**config.mk**
```make
export PLATFORM = sky130hd
export DESIGN_NAME = ipd_queue
export DESIGN_NICKNAME = d
export VERILOG_FILES = /design/src/rtl/ipd_queue.sv
export SDC_FILE = /design/constraint.sdc
export NUM_CORES = 1
export LEC_CHECK = 0
export BUFFER_PORTS_ARGS = -buffer_cell sky130_fd_sc_hd__clkbuf_2
export CAP_MARGIN = 20
export CORE_ASPECT_RATIO = 1.1
export CORE_MARGIN = 2
export CORE_UTILIZATION = 25
export DETAILED_ROUTE_END_ITERATION = 8
export MAX_ROUTING_LAYER = met4
export PLACE_DENSITY = 0.51
export SLEW_MARGIN = 20
export SYNTH_ARGS = -nofsm -noshare
export SYNTH_HDL_FRONTEND = slang
export SYNTH_SLANG_ARGS = --single-unit
```
**constraint.sdc**
```tcl
create_clock -name clk -period 11.11 [get_ports clk]
set_clock_uncertainty 0.2 [all_clocks]
set_input_delay 2.222 -clock clk [delete_from_list [all_inputs] [get_ports clk]]
set_output_delay 2.222 -clock clk [all_outputs]
set_load 0.005 [all_outputs]
```
**src/rtl/ipd_queue.sv**
```systemverilog
// rtl/ipd_queue.sv - pre-decode instruction queue between IF and ID
// Optional same-cycle empty bypass is enabled by defining IPQ_BYPASS_EN.
module ipd_queue #(
  parameter int DEPTH = 4,
  localparam int PTR_WD = $clog2(DEPTH)
) (
  input  logic              clk,
  input  logic              reset,
  input  logic              IF_to_IPQ_valid,
  input  logic [31:0]       if_inst,
  input  logic [31:0]       if_pc,
  input  logic [31:0]       if_pred_pc,
  output logic              IPQ_allow_in,
  input  logic              flush,
  input  logic              ID_allow_in,
  output logic              IPQ_to_ID_valid,
  output logic [31:0]       id_inst,
  output logic [31:0]       id_pc,
  output logic [31:0]       id_pred_pc,
  output logic [5:0]        id_class,
  output logic [PTR_WD:0]   occupancy
);

  logic [95:0]       data_mem  [DEPTH];
  logic [5:0]        class_mem [DEPTH];
  logic [PTR_WD-1:0] wr_ptr, rd_ptr;
  logic [PTR_WD:0]   count;
  logic              empty, full, push, pop, wr_en, rd_en, bypass;
  logic [5:0]        if_class;

  // Only the opcode field inst[31:15] is needed to classify the 26 supported encodings.
  function automatic logic [5:0] pre_decode(input logic [16:0] op);
    logic alu3, shift, alui, ld, st, u12, br, br_link;
    alu3    = op inside {17'h00020, 17'h00022, 17'h00024, 17'h00025, 17'h00028,
                         17'h00029, 17'h0002A, 17'h0002B, 17'h00038};
    shift   = op inside {17'h00081, 17'h00089, 17'h00091};
    alui    = op[16:7] inside {10'h00A, 10'h00D, 10'h00E};
    ld      = op[16:7] inside {10'h0A0, 10'h0A2};
    st      = op[16:7] inside {10'h0A4, 10'h0A6};
    u12     = op[16:10] inside {7'h0A, 7'h0E};
    br      = op[16:11] inside {6'h13, 6'h14, 6'h15, 6'h16, 6'h17};
    br_link = op[16:11] inside {6'h13, 6'h15};
    pre_decode = '0;
    if (!(alu3 | shift | alui | ld | st | u12 | br)) begin
      pre_decode[5] = 1'b1;
    end else begin
      pre_decode[0] = alu3 | shift | alui | ld | u12 | br_link;
      pre_decode[1] = ld;
      pre_decode[2] = st;
      pre_decode[3] = br;
      pre_decode[4] = alu3;
    end
  endfunction

  assign if_class     = pre_decode(if_inst[31:15]);
  assign empty        = (count == '0);
  assign full         = count[PTR_WD];
  assign occupancy    = count;
  assign IPQ_allow_in = ~full | ID_allow_in;

`ifdef IPQ_BYPASS_EN
  assign bypass = empty & ~flush;
`else
  assign bypass = 1'b0;
`endif

  assign push  = IF_to_IPQ_valid & IPQ_allow_in & ~flush;
  assign pop   = IPQ_to_ID_valid & ID_allow_in & ~flush;
  // A bypassed instruction taken by ID this cycle never occupies a slot.
  assign wr_en = push & ~(bypass & ID_allow_in);
  assign rd_en = pop & ~empty;

  always_ff @(posedge clk or negedge reset) begin
    if (!reset) begin
      wr_ptr <= '0;
      rd_ptr <= '0;
      count  <= '0;
    end else if (flush) begin
      wr_ptr <= '0;
      rd_ptr <= '0;
      count  <= '0;
    end else begin
      if (wr_en) wr_ptr <= wr_ptr + PTR_WD'(1);
      if (rd_en) rd_ptr <= rd_ptr + PTR_WD'(1);
      if (wr_en & ~rd_en)      count <= count + (PTR_WD+1)'(1);
      else if (rd_en & ~wr_en) count <= count - (PTR_WD+1)'(1);
    end
  end

  always_ff @(posedge clk) begin
    if (wr_en) begin
      data_mem[wr_ptr]  <= {if_pred_pc, if_pc, if_inst};
      class_mem[wr_ptr] <= if_class;
    end
  end

  always_comb begin
    IPQ_to_ID_valid = ~empty;
    id_inst         = '0;
    id_pc           = '0;
    id_pred_pc      = '0;
    id_class        = '0;
    if (bypass) begin
      IPQ_to_ID_valid = IF_to_IPQ_valid;
      if (IF_to_IPQ_valid) begin
        id_inst    = if_inst;
        id_pc      = if_pc;
        id_pred_pc = if_pred_pc;
        id_class   = if_class;
      end
    end else if (!empty) begin
      {id_pred_pc, id_pc, id_inst} = data_mem[rd_ptr];
      id_class                     = class_mem[rd_ptr];
    end
  end

endmodule

```
* Yosys cells after proc, flatten, opt, wreduce, memory -nomap -nowiden
Memories as Yosys holds them, arrays and structs flattened.
Cells that the tools add are included.
** Operators by class
- $add $sub $neg :: 4
- Equality and inequality tests :: 26
- Multiplexer cells :: 15
- Bitwise operators :: 21
- Reduce and logical (&&, ||, !) cells :: 12
** Operators with widths (number)
- $eq 17x6->1 const B :: 9
- $mux 32 :: 3
- $eq 17x8->1 const B :: 3
- $eq 10x8->1 const B :: 4
- $eq 10x4->1 const B :: 3
- $eq 6x5->1 const B :: 5
- $eq 7x4->1 const B :: 2
- $reduce_bool 2->1 :: 6
- $mux 3 :: 3
- $or 1x1->1 :: 9
- $reduce_bool 3->1 :: 3
- $reduce_bool 9->1 :: 1
- $mux 2 :: 4
- $and 1x1->1 :: 7
- $mux 6 :: 1
- $mux 5 :: 1
- $not 1->1 :: 5
- $reduce_bool 5->1 :: 1
- $add 2x1->2 const B :: 2
- $add 3x1->3 const B :: 1
- $logic_not 3->1 :: 1
- $mux 1 :: 3
- $sub 3x1->3 const B :: 1
** Storage, ports and cells
- Register bits after elaboration :: 7
- Bits in writable memories :: 408
- Logic and storage cells :: 83
- Memories kept :: 2
** Memories
- data_mem :: words 4, bits a word 96, read ports 1, clocked after memory_dff 0, wr ports 1, RTL line 24 : logic [95:0] data_mem [DEPTH];
- class_mem :: words 4, bits a word 6, read ports 1, clocked after memory_dff 0, wr ports 1, RTL line 25 : logic [5:0] class_mem [DEPTH];

* Longest topological paths before layout
Gate-level depths: netlist of run 1.
- Word-level depth :: 9
- Gate-level depth with buffers :: 9

* Least setup slack after synthesis of run 1
No wires, ideal clock.
- Path kind :: input to register
- From :: input port ID_allow_in
- To :: memory class_mem[0][0], enable pin
- Setup time :: 0.473 ns
- Arrival time :: 5.075 ns
- Required time :: 10.437 ns
- Setup slack :: 5.362 ns
- Cell stages on the path :: 4
- Path buffers :: 0
- Cells stage by stage :: nand2b_1 -> nand2_4 -> nor2_1 -> and2_1
** On the way
- Word-level cells in the longest chain between the ends :: 5
** Ends and longest elaborated chain
- start, declared :: RTL line 15 : input logic ID_allow_in,
- $or 1x1->1 :: RTL line 59 : assign IPQ_allow_in = ~full | ID_allow_in;
- $and 1x1->1 (2 in a row) :: RTL line 67 : assign push = IF_to_IPQ_valid & IPQ_allow_in & ~flush;
- $mux 1 :: RTL line 91 : if (wr_en) begin
- $mux 1 (not written as such) :: RTL line 93 : class_mem[wr_ptr] <= if_class;
- end, declared :: RTL line 25
No other way between the ends.

* Final worst setup path of run 1
- From :: register rd_ptr[0]
- To :: output port id_inst[26]
** On the way
- Word-level cells in the longest chain between the ends :: 2
** Ends and longest elaborated chain
- start, declared :: RTL line 26 : logic [PTR_WD-1:0] wr_ptr, rd_ptr;
- start signal, assigned :: RTL line 84 : if (rd_en) rd_ptr <= rd_ptr + PTR_WD'(1);
- $mem_v2 4x96
- $mux 32 :: RTL line 111 : end else if (!empty) begin
- end, declared :: RTL line 17 : output logic [31:0] id_inst,
No other way between the ends.

==> results.md, run 1 <==
- Status: finished clean
- Area Overhead vs Synth: 20.6%
- Most frequent cells in the layout: 408 x edfxtp_1, 207 x clkbuf_2, 104 x and2_1
- Die ar.: 66800 um^2
- Routed len/inst: 19.8 um
- Min-Delay Path Depth: 2
- CP Launch Type: flip-flop
- CP max stage delay: 1.01 ns
- Post-CTS setup buffer count: 0
- Total GRT Usage: 11.3%
- Tightest Pin Transition: 1.05 ns
- Commonest non-fill, non-tap cell in the layout: edfxtp_1
- Synthesized instance count: 733
- FMAX: 174 MHz
- Final hold slack: 0.400 ns
- Ys async rst share: 1.69%
- Port bufs: 207
- Via count: 7751
- Syn Nets: 839
- Pre-CTS setup slack: 5.55 ns
- Post-Layout Cell Count: 1841
- Placed insts: 1755
- Worst reg2reg path startpoint: occupancy[2]
- Sequential area share after synthesis: 76.8%
- Hold Fails Final Rpt: 0
- I/O pin count: 208
- Initial antenna violation count: 2
- Worst-case clock buffer depth: 3
- Final ANT Viol Nets: 0
- Global route overflow: 0
- Pleak: 6.44 nW
- Final net count: 1067
- Slew margin rel.: 30.0%
- Drt pass-1 iters: 4
- Hpwl dp: 20800 um
- Row count: 97
- Post-synth EDFFs: 408
- Max Cap Viol: 0
- First-pass GRT wire length: 54400 um
- # setup viols final: 0
- CP Capture Type: output pin
- Die span in x: 247 um
- RSZ-0062 raised after global routing: false
- Data required, critical path: 8.69 ns
- Layout Utilization: 30.6%
- Worst-path cell chain: buf_4 -> mux4_2 -> and2_1 -> clkbuf_2
- Top_reg_cell synth: edfxtp_1
- Setup WS post-layout: 5.38 ns
- Clk Latency, worst-skew pair: 0.56 ns
- Hold Path Sink: wr_ptr[1]
- # clock sinks: 415
- Hold WC Path Type: reg -> reg
- Slew Limit Fails: 0
- Worst path top cell family by delay: flip-flops
- Via density: 4.21
- Crit path DAT: 3.31 ns
- Vias in the first global route: 8487
- Clk slew on worst S/H paths: 0.06 ns
- Detailed Route Iter0 Violations: 343
- Htree depth: 2
- Cell variety after synth: 43
- TritonCTS clock tree: built
- CTS Buf Count: 45
- Residual DRC: 0
- Setup TNS: 0 ns
- Starting Density: 25.4%
- Largest net degree at the start of global routing: 77
- Hold Crit Start: wr_ptr[1]
- RD Place Congestion: 0.676
- Number of synthesized register bits: 415
- Synthesized area: 16200 um^2
- Slowest-stage cell, CP: dfrtp_4
- Crit path time final: 5.73 ns
- Reg-to-reg slack, setup: 7.70 ns
- Syn avg cell area: 22.1 um^2
- CP max FO: 41
- Peak VDD IR: 135 uV
- Total core area: 63800 um^2
- Post-cts resize count: 0
- Share of layout cells above drive strength 1: 39.7%
- Final worst-path cycle share: 51.6%
- Reg2reg end: data_mem[3][68]
- Fill count: 6307
- Worst Setup Path Type: reg -> out
- Synth warn: 0
- Reg2reg path depth: 6
- Die extent in y: 271 um
- Power Dens Cells: 224 nW/um^2
- Root Buffer: clkbuf_16
- Worst Path Buf+Inv: 2
- Final WL: 36500 um
- Cts hold-fix bufs: 0
[per-stage QoR]
step           cell area (um^2)  power, mW
2_1_floorplan             16200       2.59
3_3_place_gp              18100       3.01
3_5_place_dp              18100       3.02
4_1_cts                   19500       4.49
5_1_grt                   19500       4.63
6_report                  19500       4.38
[sequential cells by signal, summed over array words and instances, names as in the netlist]
signal / flops
rd_ptr: 2
occupancy: 3
wr_ptr: 2
class_mem: 24
data_mem: 384
[cell type report]
class	count	area, um^2	share of cell area (%)
flip-flops and latches	415	12400	63.7
multi-input cells	274	3470	17.8
clock buffers	60	1220	6.27
repair buffers	217	1110	5.69
well taps	841	1050	5.39
clock inverters	22	194	0.993
inverters	8	30.0	0.154
diodes	4	10.0	0.0513
[cells in the mapped netlist, types with 4 or more instances]
cell type | number | area (um^2)
ha_1 | 4 | 50.1
clkbuf_1 | 12 | 45.0
dfrtp_1 | 7 | 175
buf_12 | 6 | 120
and2_1 | 108 | 676
inv_1 | 8 | 30.0
a21oi_1 | 6 | 30.0
buf_2 | 10 | 50.1
nor2_1 | 11 | 41.3
mux4_2 | 102 | 2300
nand2_1 | 5 | 18.8
edfxtp_1 | 408 | 12300
[cells by family after synthesis]
logic type               after synthesis  synth area share (%)
multiplexers                         102                  14.2
flip-flops                           415                  76.8
buffers and inverters                 44                  1.93
AO/OA/AOI/OAI                         13                 0.526
XOR/XNOR                               5                 0.386
AND/OR/NAND/NOR                      149                  5.78
adder cells (fa/ha/maj)                5                 0.433
[worst max-delay path by stage]
| stage | slack, ns | endpoint | start | cells after the start |
|---|---|---|---|---|
| 3_3_place_gp | 5.54 | data_mem[2][32] | ID_allow_in | 7 |
| 3_5_place_dp | 5.55 | data_mem[3][36] | ID_allow_in | 7 |
| 6_report | 5.38 | id_inst[26] | rd_ptr[0] | 4 |
| 2_1_floorplan | 5.36 | class_mem[0][0] | ID_allow_in | 4 |
| 4_1_cts | 5.13 | id_inst[26] | rd_ptr[0] | 4 |
| 5_1_grt | 4.99 | id_inst[26] | rd_ptr[0] | 4 |
[layer usage]
layer	global-route usage, %	share of wire [%]
met1	14.4	44
met2	17.4	47
met3	3.33	6.6
met4	3.08	2.1
met5	-	0
[where the power goes]
group | total [mW] | internal, mW | leakage [nW] | switching, mW
logic | 1.05 | 0.528 | 1.95 | 0.519
clock network | 1.45 | 0.845 | 0.683 | 0.602
registers | 1.89 | 1.81 | 3.80 | 0.0804
[tightest hold or removal path: cells and delay by family, from the launching register on]
kind,cells,cell delay [ns]
simple gates,1,0.08
compound gates,1,0.06
flops,1,0.43
Power figures use the tool's default switching activity.
==> inputs of run 2 (changes only) <==
- PLACE_DENSITY: 0.51 -> 0.52
- clock period: 11.11 -> 5.1 ns (I/O delays scaled with it)
==> run 2 against run 1 <==
Effect of this change: clock power up 120%; highest routed layer unchanged; first-iteration DRC count increased by 48%; critical path type unchanged; clock-buffer cell count shrank 1.
==> results.md, run 2 (synthesis results as in run 1) <==
- FMAX: 253 MHz
- Area after DPL: 18200 um^2
- Setup WS post-layout: 1.14 ns
- Initial antenna violation count: 3
- Port bufs: 207
- Slowest-stage cell, CP: dfrtp_4
- Routed wl met3: 2150 um
- Crit path time final: 3.96 ns
- Cell area after layout: 19700 um^2
- Slew margin rel.: 39.3%
- Final worst-path cycle share: 77.6%
- Die extent in y: 271 um
- CP Capture Type: output pin
- Clk network pwr share: 33.3%
- RD Place Congestion: 0.704
- Hold Fails Final Rpt: 0
- Power Dens Cells: 490 nW/um^2
- Root Buffer: clkbuf_16
- Starting Density: 25.4%
- Max reg flops: 384
- Routed len/inst: 19.9 um
- Final WL: 36700 um
- Reg-to-reg slack, setup: 2.04 ns
- Tightest Pin Transition: 0.911 ns
- Largest register by flop count: data_mem
- Global route overflow: 0
- Reg2reg end: occupancy[2]
- Status: finished clean
- Worst reg2reg path startpoint: occupancy[2]
- WL met2: 17400 um
- Int Power: 7.02 mW
- Drt pass-1 iters: 5
- CP max stage delay: 0.92 ns
- Share of layout cells above drive strength 1: 39.9%
- CP Launch Type: flip-flop
- CP max FO: 33
- Slew Limit Fails: 0
- M1 wire length: 16400 um
- Layout Utilization: 30.8%
- Sw Pwr: 2.63 mW
- TritonCTS clock tree: built
- Htree depth: 2
- Pre-CTS setup slack: 1.49 ns
- Row count: 97
- Most frequent cells in the layout: 408 x edfxtp_1, 207 x clkbuf_2, 104 x and2_1
- Worst Setup Path Type: reg -> out
- Final net count: 1072
- Clk slew on worst S/H paths: 0.06 ns
- Tot Pwr: 9.65 mW
- Total GRT Usage: 11.5%
- Residual DRC: 0
- Crit path DAT: 2.74 ns
- Reg2reg path depth: 7
- Hpwl dp: 21700 um
- Via density: 4.25
- # setup viols final: 0
- Placed insts: 1759
- Largest net degree at the start of global routing: 81
- Die span in x: 247 um
- Post-CTS setup buffer count: 0
- I/O pin count: 208
- Area Overhead vs Synth: 21.5%
- Pleak: 6.51 nW
- WP depth: 4
- Max Used Layer: met4
- Data required, critical path: 3.88 ns
- Vias in the first global route: 8388
- Worst Path Buf+Inv: 2
- RSZ-0062 raised after global routing: false
- CTS Buf Count: 46
- Final ANT Viol Nets: 0
- Setup TNS: 0 ns
- Peak VDD IR: 294 uV
- Max Cap Viol: 0
- Clk Latency, worst-skew pair: 0.57 ns
- First-pass GRT wire length: 54800 um
- Combinational share of power: 24.3%
- Worst-case clock buffer depth: 3
- Cts hold-fix bufs: 0
- Hold WC Path Type: in -> async
- Sw frac: 27.3%
- Die ar.: 66800 um^2
- Worst-path cell chain: buf_12 -> mux4_2 -> and2_1 -> clkbuf_2
- Post-cts resize count: 0
- Detailed Route Iter0 Violations: 506
- Worst path top cell family by delay: flip-flops
- Total core area: 63800 um^2
- Flop pwr share: 42.3%
- Final hold slack: 0.0836 ns
- Via count: 7840
- Post-Layout Cell Count: 1843
- # clock sinks: 415
- Commonest non-fill, non-tap cell in the layout: edfxtp_1
## run 2: final cells by class
type	instances	area, um^2
Tap cell	841	1050
Timing Repair Buffer	221	1240
Sequential cell	415	12400
Fill cell	6279	44200
Multi-Input combinational cell	274	3470
Antenna cell	2	5.00
Clock buffer	59	1220
Inverter	8	30.0
Clock inverter	23	223
## run 2: how the worst max path moves through the flow
stage                 from         endpoint
2_1_floorplan  ID_allow_in  class_mem[0][0]
3_3_place_gp   ID_allow_in  data_mem[0][41]
3_5_place_dp   ID_allow_in  data_mem[0][41]
4_1_cts          rd_ptr[0]      id_inst[30]
5_1_grt          rd_ptr[0]      id_inst[30]
6_report         rd_ptr[0]      id_inst[27]
## run 2: power by group through the flow
stage	clock network (mW)	registers, mW	logic (mW)
4_1_cts	3.33	4.10	2.46
5_1_grt	3.46	4.12	2.61
3_3_place_gp	0	4.17	2.45
2_1_floorplan	0	4.05	1.58
3_5_place_dp	0	4.17	2.45
6_report	3.22	4.09	2.35
## run 2: routing by layer
| metal | global-route usage [%] | vias up |
|---|---|---|
| met5 | - | - |
| met4 | 3.01 | 0 |
| met3 | 2.51 | 56 |
| met2 | 17.9 | 216 |
| met1 | 15.1 | 4115 |
| li1 | - | 3453 |
==> inputs of run 3 (changes only) <==
- ABC_AREA: not set -> 1
- PLACE_DENSITY: 0.52 -> 0.51
- clock period: 5.1 -> 3.8 ns (I/O delays scaled with it)
==> run 3 against run 2 <==
Effect of this change: cell count up 32%; sequential power up 31%; first-iteration DRC count up 9.1%; power up 34%; area after synthesis up 1.8%; critical path type unchanged; critical endpoint is now id_pc[21]; largest cell class unchanged.
==> results.md, run 3 <==
- Row count: 98
- Routed len/inst: 18.0 um
- Htree depth: 2
- Multi-input gate area: 3550 um^2
- # setup viols final: 0
- Crit path time final: 3.46 ns
- Worst-path cell chain: buf_12 -> nor2_1 -> nor2_1 -> o21ai_1 -> a21oi_1 -> clkbuf_2
- CP Capture Type: output pin
- Slowest-stage cell, CP: dfrtp_4
- Fill count: 6510
- Largest register by flop count: data_mem
- Share of layout cells above drive strength 1: 20.1%
- Cell variety after synth: 26
- Post-cts resize count: 0
- Top_reg_cell synth: edfxtp_1
- Vias in the first global route: 10900
- Synthesized instance count: 1331
- Final net count: 1652
- Synthesized area: 16500 um^2
- Hold Fails Final Rpt: 0
- Top-count cell post-synth: nor2_1
- Top post-synthesis cells by area: edfxtp_1 74%, nor2_1 9.8%, o21ai_1 4.2%
- CP Launch Type: flip-flop
- Max reg flops: 384
- Die ar.: 68000 um^2
- Data required, critical path: 2.84 ns
- Via count: 10600
- Ys async rst share: 1.69%
- TritonCTS clock tree: built
- Total core area: 65100 um^2
- Sequential area share after synthesis: 75.4%
- Max Cap Viol: 0
- FF+latch area: 12400 um^2
- Worst-case clock buffer depth: 3
- Drt pass-1 iters: 5
- Crit path DAT: 2.50 ns
- First-pass GRT wire length: 66300 um
- Hpwl dp: 25700 um
- CTS Buf Count: 47
- CP max stage delay: 0.84 ns
- Syn avg cell area: 12.4 um^2
- RD Place Congestion: 0.745
- Total GRT Usage: 13.1%
- Commonest non-fill, non-tap cell in the layout: nor2_1
- Setup WS post-layout: 0.344 ns
- Root Buffer: clkbuf_16
- Pleak: 7.19 nW
- Clk slew on worst S/H paths: 0.06 ns
- Final ANT Viol Nets: 0
- Via density: 4.38
- Hold WC Path Type: in -> reg
- # clock sinks: 415
- Synth warn: 0
- Area share of the largest cell type after synthesis: 74.3%
- Cts hold-fix bufs: 1
- Initial antenna violation count: 2
- Area Overhead vs Synth: 22.7%
- Peak VDD IR: 327 uV
- Global route overflow: 0
- Worst Setup Path Type: reg -> out
- Slew margin rel.: 50.2%
- Largest net degree at the start of global routing: 101
- Slew Limit Fails: 0
- Worst Path Buf+Inv: 2
- Pre-CTS setup slack: 0.873 ns
- Clk Latency, worst-skew pair: 0.55 ns
- I/O pin count: 208
- Worst path top cell family by delay: flip-flops
- CP max FO: 60
- Final WL: 43800 um
- Detailed Route Iter0 Violations: 552
- Synth area leader: edfxtp_1
- Top cells by count, synth: 432 x nor2_1, 408 x edfxtp_1, 140 x o21ai_1
- Most frequent cells in the layout: 428 x nor2_1, 408 x edfxtp_1, 207 x clkbuf_2
- Power Dens Cells: 637 nW/um^2
- Post-synth EDFFs: 408
- Syn Nets: 1437
- Residual DRC: 0
- FMAX: 289 MHz
- Number of synthesized register bits: 415
- Post-CTS setup buffer count: 0
- Reg-to-reg slack, setup: 1.38 ns
- Setup TNS: 0 ns
- Tightest Pin Transition: 0.745 ns
- CP dominant cell by count: nor2_1
- RSZ-0062 raised after global routing: false
- Die extent in y: 273 um
- Starting Density: 25.3%
- Port bufs: 207
- Layout Utilization: 31.1%
- Die span in x: 249 um
- Final worst-path cycle share: 90.9%
- Status: finished clean
-- run 3: path summary, 6_finish.rpt --
| kind | endpoint | depth (start not counted) | start |
|---|---|---|---|
| min in group asynchronous | occupancy[0] | 2 | reset |
| setup reg to reg | data_mem[2][45] | 4 | occupancy[2] |
| max in group asynchronous | rd_ptr[0] | 2 | reset |
| hold reg to reg | occupancy[2] | 2 | occupancy[2] |
| hold / removal | data_mem[1][0] | 1 | if_inst[0] |
| setup / recovery | id_pc[21] | 6 | rd_ptr[0] |
-- run 3: cells by family after synthesis --
kind of cell               count (synthesis)  share of synthesized area [%]
DFF                                      415                           75.4
buffers and inverters                    108                           3.28
adders and majority gates                  5                          0.425
xor gates and xnor gates                   2                          0.106
AOI/OAI and AO/OA                        316                           9.61
and+or+nand+nor                          485                           11.2
-- run 3: per-layer routing --
metal,share of wire [%],wire length (um),vias to the layer above,GRT usage [%]
li1,-,-,5129,-
met1,43,18900,5204,15.6
met2,49,21600,239,22.1
met3,4.9,2160,68,2.81
met4,2.6,1160,0,4.31
met5,0,0,-,-
-- run 3: power by group --
part           internal (mW)  leakage [nW]  switching (mW)
Sequential              5.23          3.80           0.107
Clock                   2.57         0.712            1.80
Combinational           1.11          2.68            2.07
Total                   8.91          7.19            3.97
-- run 3: cell type report --
class	count	share of cell area, %
diodes	2	0.0247
clock buffers	65	6.55
clock inverters	17	0.748
inverters	30	0.606
multi-input cells	808	17.6
flip-flops and latches	415	61.5
well taps	850	5.26
repair buffers	244	7.80
-- run 3: worst reg2reg max path, stage by stage (launching register included) --
cell	delay [ns]
dfrtp_1	0.42
nand2_1	0.13
nand3_1	0.37
nor2_4	0.73
buf_12	0.27
-- run 3: per-stage QoR --
stage	std cells	hold WS (ns)	instance area (um^2)	power, mW
after floorplan	1331	0.264	16500	7.14
after global placement	2346	0.408	18700	8.69
after detailed placement	2346	0.402	18700	8.70
after CTS	2429	0.166	20200	13.1
after global routing	2431	0.181	20200	13.6
final	2431	0.219	20200	12.9
